$ cat src/rtl/exec_muldiv_seq_pkg.sv
// -----------------------------------------------------------------------------
// exec_muldiv_seq_pkg
//
// Shared definitions for the sequential multiply/divide execution unit:
//   - `REG_SIZE / `REG_ADDR  : default datapath width and register-address width
//   - muldiv_op_e            : operation codes carried on the 2-bit op port
//   - muldiv_state_e         : FSM state encodings (IDLE, RUN, DONE)
//   - op_is_signed/op_is_div : small decode helpers used by the top and step
//
// Optional feature macro: MULDIV_DIV_EN (enables the divider datapath).
// -----------------------------------------------------------------------------
`ifndef REG_SIZE
`define REG_SIZE 32
`endif

`ifndef REG_ADDR
`define REG_ADDR 5
`endif

package exec_muldiv_seq_pkg;

   typedef enum logic [1:0] {
      MULDIV_MULT  = 2'd0,
      MULDIV_MULTU = 2'd1,
      MULDIV_DIV   = 2'd2,
      MULDIV_DIVU  = 2'd3
   } muldiv_op_e;

   typedef enum logic [1:0] {
      ST_IDLE = 2'd0,
      ST_RUN  = 2'd1,
      ST_DONE = 2'd2
   } muldiv_state_e;

   // Signed ops need operand magnitudes and a sign fix-up at the end.
   function automatic logic op_is_signed(input muldiv_op_e op);
      return (op == MULDIV_MULT) || (op == MULDIV_DIV);
   endfunction

   // Both divide codes have the upper op bit set.
   function automatic logic op_is_div(input muldiv_op_e op);
      return op[1];
   endfunction

endpackage

$ cat src/rtl/exec_muldiv_seq_step.sv
// -----------------------------------------------------------------------------
// muldiv_step
//
// Purely combinational single radix-2 iteration of the multiply/divide unit.
//   Multiply : shift-add. {acc_hi,acc_lo} holds {partial product, multiplier};
//              when the multiplier LSB is set the multiplicand is added into
//              the upper half, then the whole pair shifts right by one.
//   Divide   : restoring. acc_hi holds the partial remainder, acc_lo the
//              dividend being shifted out / quotient being shifted in.
//
// Ports:
//   is_div   in  select divide step (only present with MULDIV_DIV_EN)
//   acc_hi   in  upper accumulator (partial product / remainder)
//   acc_lo   in  lower accumulator (multiplier / dividend->quotient)
//   operand  in  multiplicand or divisor magnitude
//   next_hi  out updated upper accumulator
//   next_lo  out updated lower accumulator
//
// Optional feature macro: MULDIV_DIV_EN (without it only the multiply step
// exists).
// -----------------------------------------------------------------------------
module muldiv_step
   import exec_muldiv_seq_pkg::*;
#(
   parameter int WIDTH = `REG_SIZE
)
(
`ifdef MULDIV_DIV_EN
   input  logic             is_div,
`endif
   input  logic [WIDTH-1:0] acc_hi,
   input  logic [WIDTH-1:0] acc_lo,
   input  logic [WIDTH-1:0] operand,
   output logic [WIDTH-1:0] next_hi,
   output logic [WIDTH-1:0] next_lo
);

   logic [WIDTH:0] add_sum;
`ifdef MULDIV_DIV_EN
   logic [WIDTH:0] rem_shift;
`endif

   // One iteration. The multiply carry out of the add becomes the new MSB of
   // the upper half, so no product bit is lost during the right shift. The
   // divide path compares the shifted remainder against the divisor and only
   // subtracts (and records a quotient 1) when it fits.
   always_comb begin
      add_sum = {1'b0, acc_hi} + (acc_lo[0] ? {1'b0, operand} : '0);
      next_hi = add_sum[WIDTH:1];
      next_lo = {add_sum[0], acc_lo[WIDTH-1:1]};
`ifdef MULDIV_DIV_EN
      rem_shift = {acc_hi, acc_lo[WIDTH-1]};
      if (is_div) begin
         if (rem_shift >= {1'b0, operand}) begin
            next_hi = rem_shift[WIDTH-1:0] - operand;
            next_lo = {acc_lo[WIDTH-2:0], 1'b1};
         end else begin
            next_hi = rem_shift[WIDTH-1:0];
            next_lo = {acc_lo[WIDTH-2:0], 1'b0};
         end
      end
`endif
   end

endmodule

$ cat src/rtl/exec_muldiv_seq.sv
// -----------------------------------------------------------------------------
// exec_muldiv_seq
//
// Sequential (one bit per cycle) multiply/divide unit for the execute stage.
// An accepted start latches the operation, operand magnitudes and signs, then
// runs WIDTH iterations of muldiv_step; the final iteration lands the
// sign-corrected result and pulses done/regwrite_out for one cycle.
//
// Ports:
//   clk           in  clock, everything on posedge
//   rst_n         in  synchronous active-low reset
//   start         in  operation request (honoured in IDLE and DONE)
//   op            in  0 MULT, 1 MULTU, 2 DIV, 3 DIVU
//   src1, src2    in  operands (multiplicand/multiplier or dividend/divisor)
//   wreg_in       in  destination register address
//   flush         in  pipeline kill, forces IDLE, wins over start
//   busy          out state != IDLE
//   stall         out state == RUN
//   done          out one-cycle completion pulse
//   illegal       out DIV/DIVU issued while the divider is compiled out
//   result_lo/hi  out product low/high or quotient/remainder, held until next
//                     completion
//   wreg_out      out destination of the completed operation
//   regwrite_out  out write-back enable for the completed operation
//
// Optional feature macro: MULDIV_DIV_EN. When undefined the divider is absent
// and a DIV/DIVU request completes in one edge flagged illegal with zero
// results and no write-back.
// -----------------------------------------------------------------------------
module exec_muldiv_seq
   import exec_muldiv_seq_pkg::*;
#(
   parameter int WIDTH = `REG_SIZE
)
(
   input  logic                 clk,
   input  logic                 rst_n,
   input  logic                 start,
   input  logic [1:0]           op,
   input  logic [WIDTH-1:0]     src1,
   input  logic [WIDTH-1:0]     src2,
   input  logic [`REG_ADDR-1:0] wreg_in,
   input  logic                 flush,
   output logic                 busy,
   output logic                 stall,
   output logic                 done,
   output logic                 illegal,
   output logic [WIDTH-1:0]     result_lo,
   output logic [WIDTH-1:0]     result_hi,
   output logic [`REG_ADDR-1:0] wreg_out,
   output logic                 regwrite_out
);

   localparam int CNT_W = $clog2(WIDTH + 1);

   muldiv_state_e        state;
   muldiv_op_e           op_r;
   muldiv_op_e           op_in;
   logic                 sign_a;
   logic                 sign_b;
   logic [WIDTH-1:0]     mag_b;
   logic [WIDTH-1:0]     acc_hi;
   logic [WIDTH-1:0]     acc_lo;
   logic [WIDTH-1:0]     step_hi;
   logic [WIDTH-1:0]     step_lo;
   logic [WIDTH-1:0]     fix_hi;
   logic [WIDTH-1:0]     fix_lo;
   logic [2*WIDTH-1:0]   prod_neg;
   logic [CNT_W-1:0]     cnt;
   logic [`REG_ADDR-1:0] wreg_r;
   logic                 launch;
   logic                 illegal_op;
   logic                 in_sign_a;
   logic                 in_sign_b;
   logic [WIDTH-1:0]     in_mag_a;
   logic [WIDTH-1:0]     in_mag_b;

   // Status flags come straight from the registered state.
   assign busy  = (state != ST_IDLE);
   assign stall = (state == ST_RUN);

   // A new request is accepted whenever no iteration is in flight; start
   // during RUN is simply not looked at.
   assign op_in  = muldiv_op_e'(op);
   assign launch = start && (state != ST_RUN);

   // Signed ops iterate on magnitudes; the signs are remembered for the
   // fix-up. Negating the most-negative value gives the same bit pattern,
   // which is exactly its unsigned magnitude.
   assign in_sign_a = op_is_signed(op_in) & src1[WIDTH-1];
   assign in_sign_b = op_is_signed(op_in) & src2[WIDTH-1];
   assign in_mag_a  = in_sign_a ? -src1 : src1;
   assign in_mag_b  = in_sign_b ? -src2 : src2;

`ifdef MULDIV_DIV_EN
   assign illegal_op = 1'b0;
`else
   assign illegal_op = op_is_div(op_in);
`endif

   muldiv_step #(
      .WIDTH   (WIDTH)
   ) u_step (
`ifdef MULDIV_DIV_EN
      .is_div  (op_is_div(op_r)),
`endif
      .acc_hi  (acc_hi),
      .acc_lo  (acc_lo),
      .operand (mag_b),
      .next_hi (step_hi),
      .next_lo (step_lo)
   );

   // Sign fix-up applied to the output of the final iteration. A signed
   // product is negated as one double-width value. For signed divide the
   // quotient takes the XOR of the signs and the remainder the dividend sign;
   // divide by zero returns all ones and the original dividend instead.
   // Most-negative / -1 needs no special case: the magnitude quotient is
   // 2^(WIDTH-1), whose negation is the same pattern, with zero remainder.
   always_comb begin
      fix_hi   = step_hi;
      fix_lo   = step_lo;
      prod_neg = -{step_hi, step_lo};
      case (op_r)
         MULDIV_MULT: begin
            if (sign_a ^ sign_b) begin
               {fix_hi, fix_lo} = prod_neg;
            end
         end
`ifdef MULDIV_DIV_EN
         MULDIV_DIV: begin
            fix_hi = sign_a ? -step_hi : step_hi;
            if (mag_b == '0) begin
               fix_lo = '1;
            end else begin
               fix_lo = (sign_a ^ sign_b) ? -step_lo : step_lo;
            end
         end
`endif
         default: begin
         end
      endcase
   end

   // Control FSM and datapath registers. Reset beats flush, flush beats any
   // start, and an accepted start either begins iterating or, for a divide
   // with the divider compiled out, completes immediately as illegal. The
   // edge that performs iteration WIDTH loads the results and raises done.
   always_ff @(posedge clk) begin
      if (!rst_n) begin
         state        <= ST_IDLE;
         op_r         <= MULDIV_MULT;
         sign_a       <= 1'b0;
         sign_b       <= 1'b0;
         mag_b        <= '0;
         acc_hi       <= '0;
         acc_lo       <= '0;
         cnt          <= '0;
         wreg_r       <= '0;
         done         <= 1'b0;
         illegal      <= 1'b0;
         regwrite_out <= 1'b0;
         result_lo    <= '0;
         result_hi    <= '0;
         wreg_out     <= '0;
      end else begin
         done         <= 1'b0;
         illegal      <= 1'b0;
         regwrite_out <= 1'b0;
         if (flush) begin
            state <= ST_IDLE;
         end else if (launch) begin
            op_r   <= op_in;
            sign_a <= in_sign_a;
            sign_b <= in_sign_b;
            mag_b  <= in_mag_b;
            acc_hi <= '0;
            acc_lo <= in_mag_a;
            cnt    <= '0;
            wreg_r <= wreg_in;
            if (illegal_op) begin
               state     <= ST_DONE;
               done      <= 1'b1;
               illegal   <= 1'b1;
               result_lo <= '0;
               result_hi <= '0;
               wreg_out  <= wreg_in;
            end else begin
               state <= ST_RUN;
            end
         end else if (state == ST_RUN) begin
            acc_hi <= step_hi;
            acc_lo <= step_lo;
            cnt    <= cnt + 1'b1;
            if (cnt == CNT_W'(WIDTH - 1)) begin
               state        <= ST_DONE;
               done         <= 1'b1;
               regwrite_out <= 1'b1;
               result_lo    <= fix_lo;
               result_hi    <= fix_hi;
               wreg_out     <= wreg_r;
            end
         end else begin
            state <= ST_IDLE;
         end
      end
   end

endmodule

$ cat config.mk
export PLATFORM = sky130hd
export DESIGN_NAME = exec_muldiv_seq
export DESIGN_NICKNAME = d
export VERILOG_FILES = /design/src/rtl/exec_muldiv_seq_pkg.sv /design/src/rtl/exec_muldiv_seq_step.sv /design/src/rtl/exec_muldiv_seq.sv
export SDC_FILE = /design/constraint.sdc
export NUM_CORES = 1
export LEC_CHECK = 0
export BUFFER_PORTS_ARGS = -buffer_cell sky130_fd_sc_hd__buf_4
export CORE_ASPECT_RATIO = 1.75
export CORE_MARGIN = 1
export CORE_UTILIZATION = 64
export DETAILED_ROUTE_END_ITERATION = 8
export MAX_ROUTING_LAYER = met4
export PLACE_DENSITY_LB_ADDON = 0.08
export SLEW_MARGIN = 20
export SYNTH_ARGS = -nofsm -noshare
export SYNTH_HDL_FRONTEND = slang
export SYNTH_SLANG_ARGS = --single-unit
$ cat constraint.sdc
create_clock -name clk -period 7.28 [get_ports clk]
set_input_delay 0.728 -clock clk [delete_from_list [all_inputs] [get_ports clk]]
set_output_delay 0.728 -clock clk [all_outputs]
set_load 0.005 [all_outputs]
Word level (Yosys, flattened, before mapping). Index checks and enable logic that the tools add are counted.

Bits in registers: 185. Output and inout port bits: 74. Word-level logic and storage cells: 77.

Equality and inequality tests: 6. Muxes and demuxes: 32. Add/sub/neg operators: 5. Bitwise gates (word level): 6. Reduce and logical (&&, ||, !) cells: 13.

Operators with widths (number): two-way mux 32 bit (18); negation 32 bit (2); negation 64 bit (1); adder 32 x 33 -> 33 bit (1); two-way mux 5 bit (4); two-way mux 6 bit (2); two-way mux 2 bit (4); adder 6 x 1 -> 6 bit, second input constant (1); equality test 6 x 5 -> 1 bit, second input constant (1); nonzero test 2 bit (3); OR reduction 3 bit (2); zero test 2 bit (2); two-way mux 1 bit (4); AND reduction 2 bit (2); AND reduction 4 bit (1); inequality test 3 x 1 -> 1 bit, second input constant (1); inverter 1 bit (3); AND 1 bit (2); equality test 2 x 1 -> 1 bit, second input constant (1); equality test 2 bit, second input constant (1); inequality test 2 x 1 -> 1 bit, second input constant (1); inequality test 2 bit, second input constant (1); OR reduction 2 bit (1); logical AND 1 bit (1); 2 further kinds (2).

Depth between registers and ports, before layout. Gate-level depths: netlist of the first run.

Depth after elaboration: 8. Mapped depth: 15. Gate-level depth less buffers: 14.

By module. A second synthesis of the first run with hierarchy kept.

Cells, all modules: 1429. Area, all modules: 11524.8 sq um.

Modules (own cells, without submodules): exec_muldiv_seq (area an instance 9097.5 sq um, cells an instance 1078, sequential area each 3703.6 sq um, instances 1); muldiv_step (area an instance 2427.3 sq um, cells an instance 351, sequential area each 0.0 sq um, instances 1).

Least setup slack after synthesis of the first run. No wires, ideal clock.

Path type: register to register. Start point: register acc_lo[0]. End point: register result_hi[27]. Arrival time: 3498 ps. Setup time: 126 ps. Clock period less this slack: 3624 ps. Stages on the path, launching flop included: 16. Slack: 3656 ps. Path buffers: 1. Cells stage by stage: dfxtp_1 > clkbuf_1 > and2_1 > ha_1 > fa_1 > a211oi_1 > o21ai_1 > nand3_1 > nand3b_1 > xor2_1 > or4b_4 > nor3_4 > nand4b_4 > o41ai_2 > xor2_1 > o21ai_1.

Word-level cells in the longest chain between the ends: 8.

Ends and longest elaborated chain: from (decl) (line exec_muldiv_seq.sv:63) `logic [WIDTH-1:0] acc_lo;`; from (signal assigned) (line exec_muldiv_seq.sv:178) `acc_lo <= in_mag_a;`; from (signal assigned) (line exec_muldiv_seq.sv:193) `acc_lo <= step_lo;`; two-way mux 32 bit * (line exec_muldiv_seq_step.sv:48) `add_sum = {1'b0, acc_hi} + (acc_lo[0] ? {1'b0, operand} : '0);`; adder 32 x 33 -> 33 bit * (line exec_muldiv_seq_step.sv:48); negation 64 bit (line exec_muldiv_seq.sv:123) `prod_neg = -{step_hi, step_lo};`; two-way mux 32 bit (line exec_muldiv_seq.sv:126) `if (sign_a ^ sign_b) begin`; two-way mux 32 bit * (line exec_muldiv_seq.sv:124) `case (op_r)`; two-way mux 32 bit * (line exec_muldiv_seq.sv:195) `if (cnt == CNT_W'(WIDTH - 1)) begin`; two-way mux 32 bit * (line exec_muldiv_seq.sv:191) `end else if (state == ST_RUN) begin`; two-way mux 32 bit * (line exec_muldiv_seq.sv:172) `end else if (launch) begin`; to (signal assigned) (line exec_muldiv_seq.sv:200) `result_hi <= fix_hi;`; to (decl) (line exec_muldiv_seq.sv:49) `output logic [WIDTH-1:0] result_hi,`.

Mark *: on every way between the ends. The rest lies on a longest branch, timed or not. The select of a mux whose other input is x is not followed. A chain may end at the register's enable or synchronous reset.

Worst setup path after layout of the first run.
Start point: register acc_lo[0]. End point: register result_hi[22].

Same word-level chain as after synthesis.

==> results of run 1 <==
-- metal layers --
metal	vias to the layer above	global-route usage (%)	routed length, um
met2	347	66.8	17500
li1	5212	-	-
met5	-	-	0
met4	0	30.9	2560
met3	160	12.0	2010
met1	5048	34.2	11100
-- metrics by stage --
stage	utilization, %	instances	total power [uW]	worst slack, ns
5_1_grt	75.2	1751	2420	2.45
3_3_place_gp	71.9	1720	1440	3.07
2_1_floorplan	-	1420	1330	3.66
4_1_cts	75.1	1751	2340	2.91
3_5_place_dp	71.9	1720	1450	2.95
6_report	75.2	1751	2340	2.84
-- cells by family after synthesis --
family	after synthesis	share of synthesized area (%)
buffers and inverters	109	3.67
flip-flops	185	32.3
adder cells (fa/ha/maj)	37	4.11
multiplexers	5	0.437
AO/OA/AOI/OAI	410	23.7
AND/OR/NAND/NOR	527	24.4
XOR/XNOR	147	11.3
-- sequential cells by signal, indices dropped and copies added, names as in the netlist, 2 cells and up --
| name | count |
|---|---|
| acc_hi | 32 |
| wreg_r | 5 |
| cnt | 6 |
| result_hi | 32 |
| op_r | 2 |
| acc_lo | 32 |
| mag_b | 32 |
| wreg_out | 5 |
| state | 2 |
| result_lo | 32 |
-- synthesized netlist by cell type (6+ instances only) --
cell | n | area, um^2
sky130_fd_sc_hd__or3_1 | 17 | 106
sky130_fd_sc_hd__o21ai_1 | 10 | 50.1
sky130_fd_sc_hd__clkbuf_1 | 76 | 285
sky130_fd_sc_hd__a21o_1 | 7 | 52.6
sky130_fd_sc_hd__o211ai_1 | 9 | 67.6
sky130_fd_sc_hd__o41ai_1 | 7 | 61.3
sky130_fd_sc_hd__nor3_1 | 18 | 90.1
sky130_fd_sc_hd__nand2_1 | 141 | 529
sky130_fd_sc_hd__a31oi_1 | 9 | 56.3
sky130_fd_sc_hd__xor2_1 | 67 | 587
sky130_fd_sc_hd__a22o_1 | 21 | 184
sky130_fd_sc_hd__dfxtp_1 | 185 | 3700
sky130_fd_sc_hd__xnor2_1 | 79 | 692
sky130_fd_sc_hd__nor2b_1 | 87 | 544
sky130_fd_sc_hd__ha_1 | 36 | 450
sky130_fd_sc_hd__a22oi_1 | 53 | 398
sky130_fd_sc_hd__a211oi_1 | 28 | 210
sky130_fd_sc_hd__nor4_1 | 16 | 100
sky130_fd_sc_hd__a311oi_1 | 6 | 52.6
sky130_fd_sc_hd__o21ai_0 | 78 | 390
sky130_fd_sc_hd__o211a_1 | 30 | 300
sky130_fd_sc_hd__inv_1 | 21 | 78.8
sky130_fd_sc_hd__nand3_1 | 20 | 100
sky130_fd_sc_hd__nand4_1 | 12 | 75.1
sky130_fd_sc_hd__a21oi_1 | 114 | 571
sky130_fd_sc_hd__nor2_1 | 109 | 409
sky130_fd_sc_hd__nand2b_1 | 10 | 62.6
sky130_fd_sc_hd__a21boi_0 | 12 | 90.1
sky130_fd_sc_hd__and2_1 | 48 | 300
sky130_fd_sc_hd__and3_1 | 6 | 37.5
sky130_fd_sc_hd__o31ai_1 | 8 | 60.1
sky130_fd_sc_hd__buf_1 | 8 | 30.0
-- area by class of cell --
cell class	instances	area, um^2	area share, %
multi-input cells	1126	7360	55.8
repair buffers	157	1180	8.94
clock buffers	22	484	3.67
inverters	21	78.8	0.598
clock inverters	9	90.1	0.684
flip-flops and latches	185	3700	28.1
well taps	231	289	2.19
-- critical path, stage by stage, from the launching register on --
cell                       delay, ns
sky130_fd_sc_hd__dfxtp_1        0.57
sky130_fd_sc_hd__and2_1         0.28
sky130_fd_sc_hd__ha_1           0.22
sky130_fd_sc_hd__fa_1           0.43
sky130_fd_sc_hd__a211oi_1       0.40
sky130_fd_sc_hd__o21ai_1        0.22
sky130_fd_sc_hd__xor2_1         0.22
sky130_fd_sc_hd__or2_2          0.34
sky130_fd_sc_hd__nor2_1         0.38
sky130_fd_sc_hd__nand3_1        0.23
sky130_fd_sc_hd__nor4b_2        0.34
sky130_fd_sc_hd__nor2b_1        0.21
sky130_fd_sc_hd__nor2_1         0.07
sky130_fd_sc_hd__xnor2_1        0.18
sky130_fd_sc_hd__a22o_1         0.22
-- power by group through the flow --
stage               combinational (uW)  clock [uW]  sequential, uW
CTS                                364         911            1070
floorplan                          256           0            1080
detailed placement                 359           0            1090
global placement                   353           0            1090
global route                       404         949            1070
finish                             367         908            1070
-- path summary, 6_finish.rpt --
kind	startpoint	to	slack, ns
setup / recovery	acc_lo[0]	result_hi[22]	2.84
hold reg to reg	result_hi[26]	result_hi[26]	0.45
hold / removal	result_hi[26]	result_hi[26]	0.45
setup reg to reg	acc_lo[0]	result_hi[22]	2.84
==> results.md, run 1 <==
- Outcome: completed
- Largest net degree at the start of global routing: ~100
- Unrepaired setup endpoints after global routing: no
- Hold buffer count at CTS: 0
- Synthesized netlist cell count: roughly 1400
- Half-perimeter wire length after detailed placement: around 24 mm
- Worst Setup Start Kind: flip-flop
- Sink count of the clock tree: 185
- Number of antenna cells inserted: 0
- F_max: 225 MHz
- DRC violations left: 0
- Initial Util: roughly two thirds
- Logic depth of the worst register-to-register path: 14
- CTS Buffer Depth: 2
- Clock-pin slew reported for the worst setup and hold paths after clock tree synthesis: 0.07 ns
- Total CTS buffers: 17
- Port Buffer Count: 148
- Fillcell total: about 1400
- Residual overflow from global routing: 0
- Summed area of non-filler cells in the final layout: between 10000 and 15000 um^2
- Yosys Warn Count: 0
- Initial antenna violation count: 0
- Comb pwr share: 15.7%
- Sum of routed wire length over all layers: 33.2 mm
- Final layout net count: roughly 1600
- Post-Route Skew: 0.0130 ns
- I/O pin count: 149
- Pleak: 0.00557 uW
- Post-layout minimum cycle time: 4.44 ns
- Count of distinct cell types in the synthesized netlist: 72
- Most used flip-flop cell after synthesis: sky130_fd_sc_hd__dfxtp_1
- Share of cells above drive strength 1: approximately 15%
- Relative max-transition margin: 34.3%
- Count of flip-flops with a built-in enable after synthesis: 0
- Period utilisation layout: 61.0%
- Number of iterations in the first detailed-routing pass: 5
- Clock tree root driver cell: sky130_fd_sc_hd__clkbuf_16
- Clock latency of the later-clocked register in the worst-skew pair: around 0.45 ns
- H-tree lvl count: 4
- P_sw: 645 uW
- # rows: 64
- Final hold slack: 0.453 ns
- Data required time of the worst path: 7.61 ns
- Vias after detailed routing: 10767
- Final antenna-violating net count: 0
- Number of pins with negative max-slew slack in the final report: 0
- TritonCTS clock tree: done
- Number of global-route vias before repair: 10438
- Hold/Removal Path Class: flip-flop to flip-flop
- Number of gates resized after cts: 0
- CP Data Arrival Time: approximately 4.8 ns
- Total routing resource utilization after global routing: between 30% and 40%
- Switching share of power: 27.5%
- Power density over the cells: ~180 nW/um^2
- Final hold violation count: 0
- Die width: 103 um
- Post-CTS repair timing setup buffer count: 0
- Most common cell after layout, fill and taps aside: sky130_fd_sc_hd__dfxtp_1
- Max-cap check violation count: 0
- Full die area: 18500 um^2
- Maximum net fanout on the critical path: 33
- Wire length of the first global-routing pass: 52.3 mm
- Commonest cells after routing, fill and taps aside: sky130_fd_sc_hd__dfxtp_1 (185), sky130_fd_sc_hd__buf_4 (157), sky130_fd_sc_hd__nand2_1 (140), sky130_fd_sc_hd__a21oi_1 (114), sky130_fd_sc_hd__nor2_1 (108)
- Core Area: 17500 um^2
- Actual slew at the worst max-slew pin: 0.985 ns
- Area delta synth->final: 15.1%
- Syn nets: 1532
- Final number of setup-violating endpoints: 0
- Wire length per cell: 19.0 um
- Type of the setup path with the least slack: flip-flop to flip-flop
- Gpl congestion: approximately 0.94
- Hold Crit Depth: 2
- Sequential Power Share: 45.6%
- IR drop worst, VDD: about 0.21 mV
- Routed vias/inst: 6.15
- Cell area after placement: 12600 um^2
- Internal: roughly 1700 uW
- Avg Inst Size Synth: 8.07 um^2
- Share of async-settable or async-resettable flops after synthesis: 0%
- Floorplan die height: roughly 180 um
- Number of register bits inferred by synthesis: 185
- Cell area after synthesis: 11500 um^2
- Endpoint class of the critical path: flip-flop
- Summed negative setup slack over all endpoints: 0 ns
- Clock power frac: 38.8%
- Sequential-to-total area share from yosys stat: 32.3%
- DRC violation total after the first TritonRoute iteration: 376
(Power assumes the default switching activity.)
==> run 2, diff against run 1 <==
--- a/config.mk
+++ b/config.mk
@@ -8,7 +8,7 @@
 export BUFFER_PORTS_ARGS = -buffer_cell sky130_fd_sc_hd__buf_4
 export CORE_ASPECT_RATIO = 1.75
 export CORE_MARGIN = 1
-export CORE_UTILIZATION = 64
+export CORE_UTILIZATION = 59
 export DETAILED_ROUTE_END_ITERATION = 8
 export MAX_ROUTING_LAYER = met4
 export PLACE_DENSITY_LB_ADDON = 0.08
==> constraint.sdc (replaced) <==
create_clock -name clk -period 4.2 [get_ports clk]
set_input_delay 0.42 -clock clk [delete_from_list [all_inputs] [get_ports clk]]
set_output_delay 0.42 -clock clk [all_outputs]
set_load 0.005 [all_outputs]
==> run 2 against run 1 <==
Against the previous run:
- clock-buffer cell count increased by 1
- sequential share of layout area down 0.59 points
- critical path type unchanged
- clock power increased by 97%
- non-clock buffer count is 25 higher
- fmax increased by 14%
- combinational power rose by 77%
- global-route usage is 3.9 points lower
- die area is 8.3% higher
- critical path depth stayed put
- cell count up 2.1%
==> results.md, run 2 (same netlist as run 1, synthesis figures left out) <==
- Area delta synth->final: 17.5%
- I/O pin count: 149
- Clock latency of the later-clocked register in the worst-skew pair: about 0.45 ns
- H-tree lvl count: 4
- Cell with the biggest individual delay on the critical path: sky130_fd_sc_hd__or4b_4
- Post-layout minimum cycle time: 3.91 ns
- Hold endpoint: wreg_r[3]
- Post-Route Skew: slightly above 0.01 ns
- Area of combinational cells with multiple inputs: 7350 um^2
- Count of placed standard cells including taps: about 1800
- Worst reg2reg path startpoint: acc_lo[0]
- Endpoint class of the critical path: flip-flop
- Number of iterations in the first detailed-routing pass: 4
- Worst slack at placement: 0.297 ns
- Met1 Track Usage GR: between 30 and 40%
- Wire length of the first global-routing pass: about 52 mm
- Setup slack on the worst flop-to-flop path: 0.29 ns
- Number of global-route vias before repair: 10487
- Non-Filler Instances: 1787
- Sum of routed wire length over all layers: approximately 33 mm
- Hold buffer count at CTS: 0
- DRC violations left: 0
- Unrepaired setup endpoints after global routing: no
- CP Data Arrival Time: 4.25 ns
- Type of the setup path with the least slack: flip-flop to flip-flop
- Commonest cells after routing, fill and taps aside: sky130_fd_sc_hd__dfxtp_1 (185), sky130_fd_sc_hd__buf_4 (182), sky130_fd_sc_hd__nand2_1 (140), sky130_fd_sc_hd__a21oi_1 (114), sky130_fd_sc_hd__nor2_1 (108)
- Setup slack of the critical path after layout: 0.288 ns
- Total routing resource utilization after global routing: 34.9%
- Sequence of cells on the critical path: buf_4 > and2_1 > fa_1 > a211oi_1 > o21ai_1 > nand3_1 > nand3b_1 > xor2_1 > or4b_4 > nor4b_2 > nor2b_1 > nor2_1 > xnor2_1 > a22o_1
- TritonCTS clock tree: done
- Number of antenna cells inserted: 0
- Largest net degree at the start of global routing: 85
- IR drop worst, VDD: 0.377 mV
- Residual overflow from global routing: 0
- Final number of setup-violating endpoints: 0
- Clock-pin slew reported for the worst setup and hold paths after clock tree synthesis: around 0.070 ns
- Met3 demand-to-capacity share in global routing: 5.90%
- # rows: 67
- Number of pins with negative max-slew slack in the final report: 0
- Data required time of the worst path: between 4 and 5 ns
- R2R Path End: result_hi[22]
- Hold Crit Depth: 3
- Hold_sp: wreg_in[3]
- Summed negative setup slack over all endpoints: 0 ns
- Floorplan die height: 186 um
- Share of cells above drive strength 1: 16.0%
- Core Area: ~19000 um^2
- Final hold slack: approximately 0.24 ns
- Initial antenna violation count: 0
- Sink count of the clock tree: 185
- Final layout net count: ~1600
- Kind of cell adding the most delay to the critical path: simple AND/OR/NAND/NOR gates
- Final antenna-violating net count: 0
- Sequential cell area: 3700 um^2
- Maximum net fanout on the critical path: 31
- Logic depth of the worst register-to-register path: 14
- Power density over the cells: 318 nW/um^2
- Outcome: completed
- Worst Setup Start Kind: flip-flop
- F_max: between 200 and 300 MHz
- CTS Buffer Depth: 2
- Pleak: approximately 0.0057 uW
- Max-cap check violation count: 0
- Routed vias/inst: 5.92
- Half-perimeter wire length after detailed placement: 25.3 mm
- Clock tree root driver cell: sky130_fd_sc_hd__clkbuf_16
- DRC violation total after the first TritonRoute iteration: 485
- Period utilisation layout: between 90% and 100%
- Total CTS buffers: 17
- Most common cell after layout, fill and taps aside: sky130_fd_sc_hd__dfxtp_1
- Fillcell total: 1626
- Crit-path max cell delay: roughly 0.61 ns
- Gpl congestion: 0.975
- Die width: 107 um
- Hold/Removal Path Class: input pin to flip-flop
- Port Buffer Count: 148
- Buf/Inv on CP: 1
- Met2 Resource Use GR: between 60% and 70%
- Full die area: approximately 20000 um^2
- Final hold violation count: 0
- Wire length per cell: 18.5 um
- Vias after detailed routing: 10583
- Actual slew at the worst max-slew pin: 1.04 ns
- Initial Util: between 50% and 60%
- Relative max-transition margin: 30.3%
- Peak-usage layer in the global routing report: met2
## run 2: cell types whose count changed in the layout (fill, tap and decap cells not counted), sizes merged
cell      previous run  this run
inv                 22        23
clkinvlp             5         2
buf                157       182
clkbuf              22        23
bufinv               1         4
clkinv               2         1
## run 2: layout make-up
type / instances / area share, %
flip-flops and latches: 185 / 27.5
well taps: 241 / 2.24
clock buffers: 23 / 3.70
multi-input cells: 1126 / 54.6
clock inverters: 9 / 1.17
inverters: 21 / 0.586
repair buffers: 182 / 10.2
## run 2: tightest hold or removal path, cell delays in order
cell	delay, ns
sky130_fd_sc_hd__buf_4	0.11
sky130_fd_sc_hd__nand2_1	0.04
sky130_fd_sc_hd__a21boi_0	0.06
## run 2: stage by stage
stage,power (uW),utilization [%],cell area [um^2]
final,4280,70.4,13500
after global placement,2520,67.0,12800
after detailed placement,2530,67.0,12800
after global routing,4430,70.4,13500
after CTS,4290,70.4,13500
after floorplan,2310,-,11500
## run 2: repair_timing
item	4_1_cts	5_1_grt
resized for setup	0	1
setup buffers	0	0
endpoints found under the setup margin	0	9
## run 2: power by group
| group | switching [uW] | leakage, uW | internal, uW | total, uW |
|---|---|---|---|---|
| Sequential | 46.3 | 0.00150 | 1800 | 1840 |
| Combinational | 374 | 0.00392 | 275 | 649 |
| Clock | 706 | 0.000316 | 1080 | 1790 |
| Total | 1130 | 0.00574 | 3150 | 4280 |
## run 2: worst max path at each step
stage / from / end / slack, ns / depth (start not counted)
final: acc_lo[0] / result_hi[22] / 0.29 / 14
after global routing: acc_lo[0] / result_hi[26] / 0.00009 / 14
after floorplan: acc_lo[0] / result_hi[27] / 0.58 / 15
after global placement: acc_lo[0] / result_hi[26] / 0.33 / 14
after detailed placement: acc_lo[0] / result_hi[22] / 0.30 / 14
after CTS: acc_lo[0] / result_hi[22] / 0.29 / 14
## run 2: routing by layer
metal	vias to the layer above	share of wire [%]	wire (um)
met5	-	0	0
met4	0	8.1	2690
met3	119	2.8	938
met2	251	55	18100
met1	4952	34	11300
li1	5261	-	-
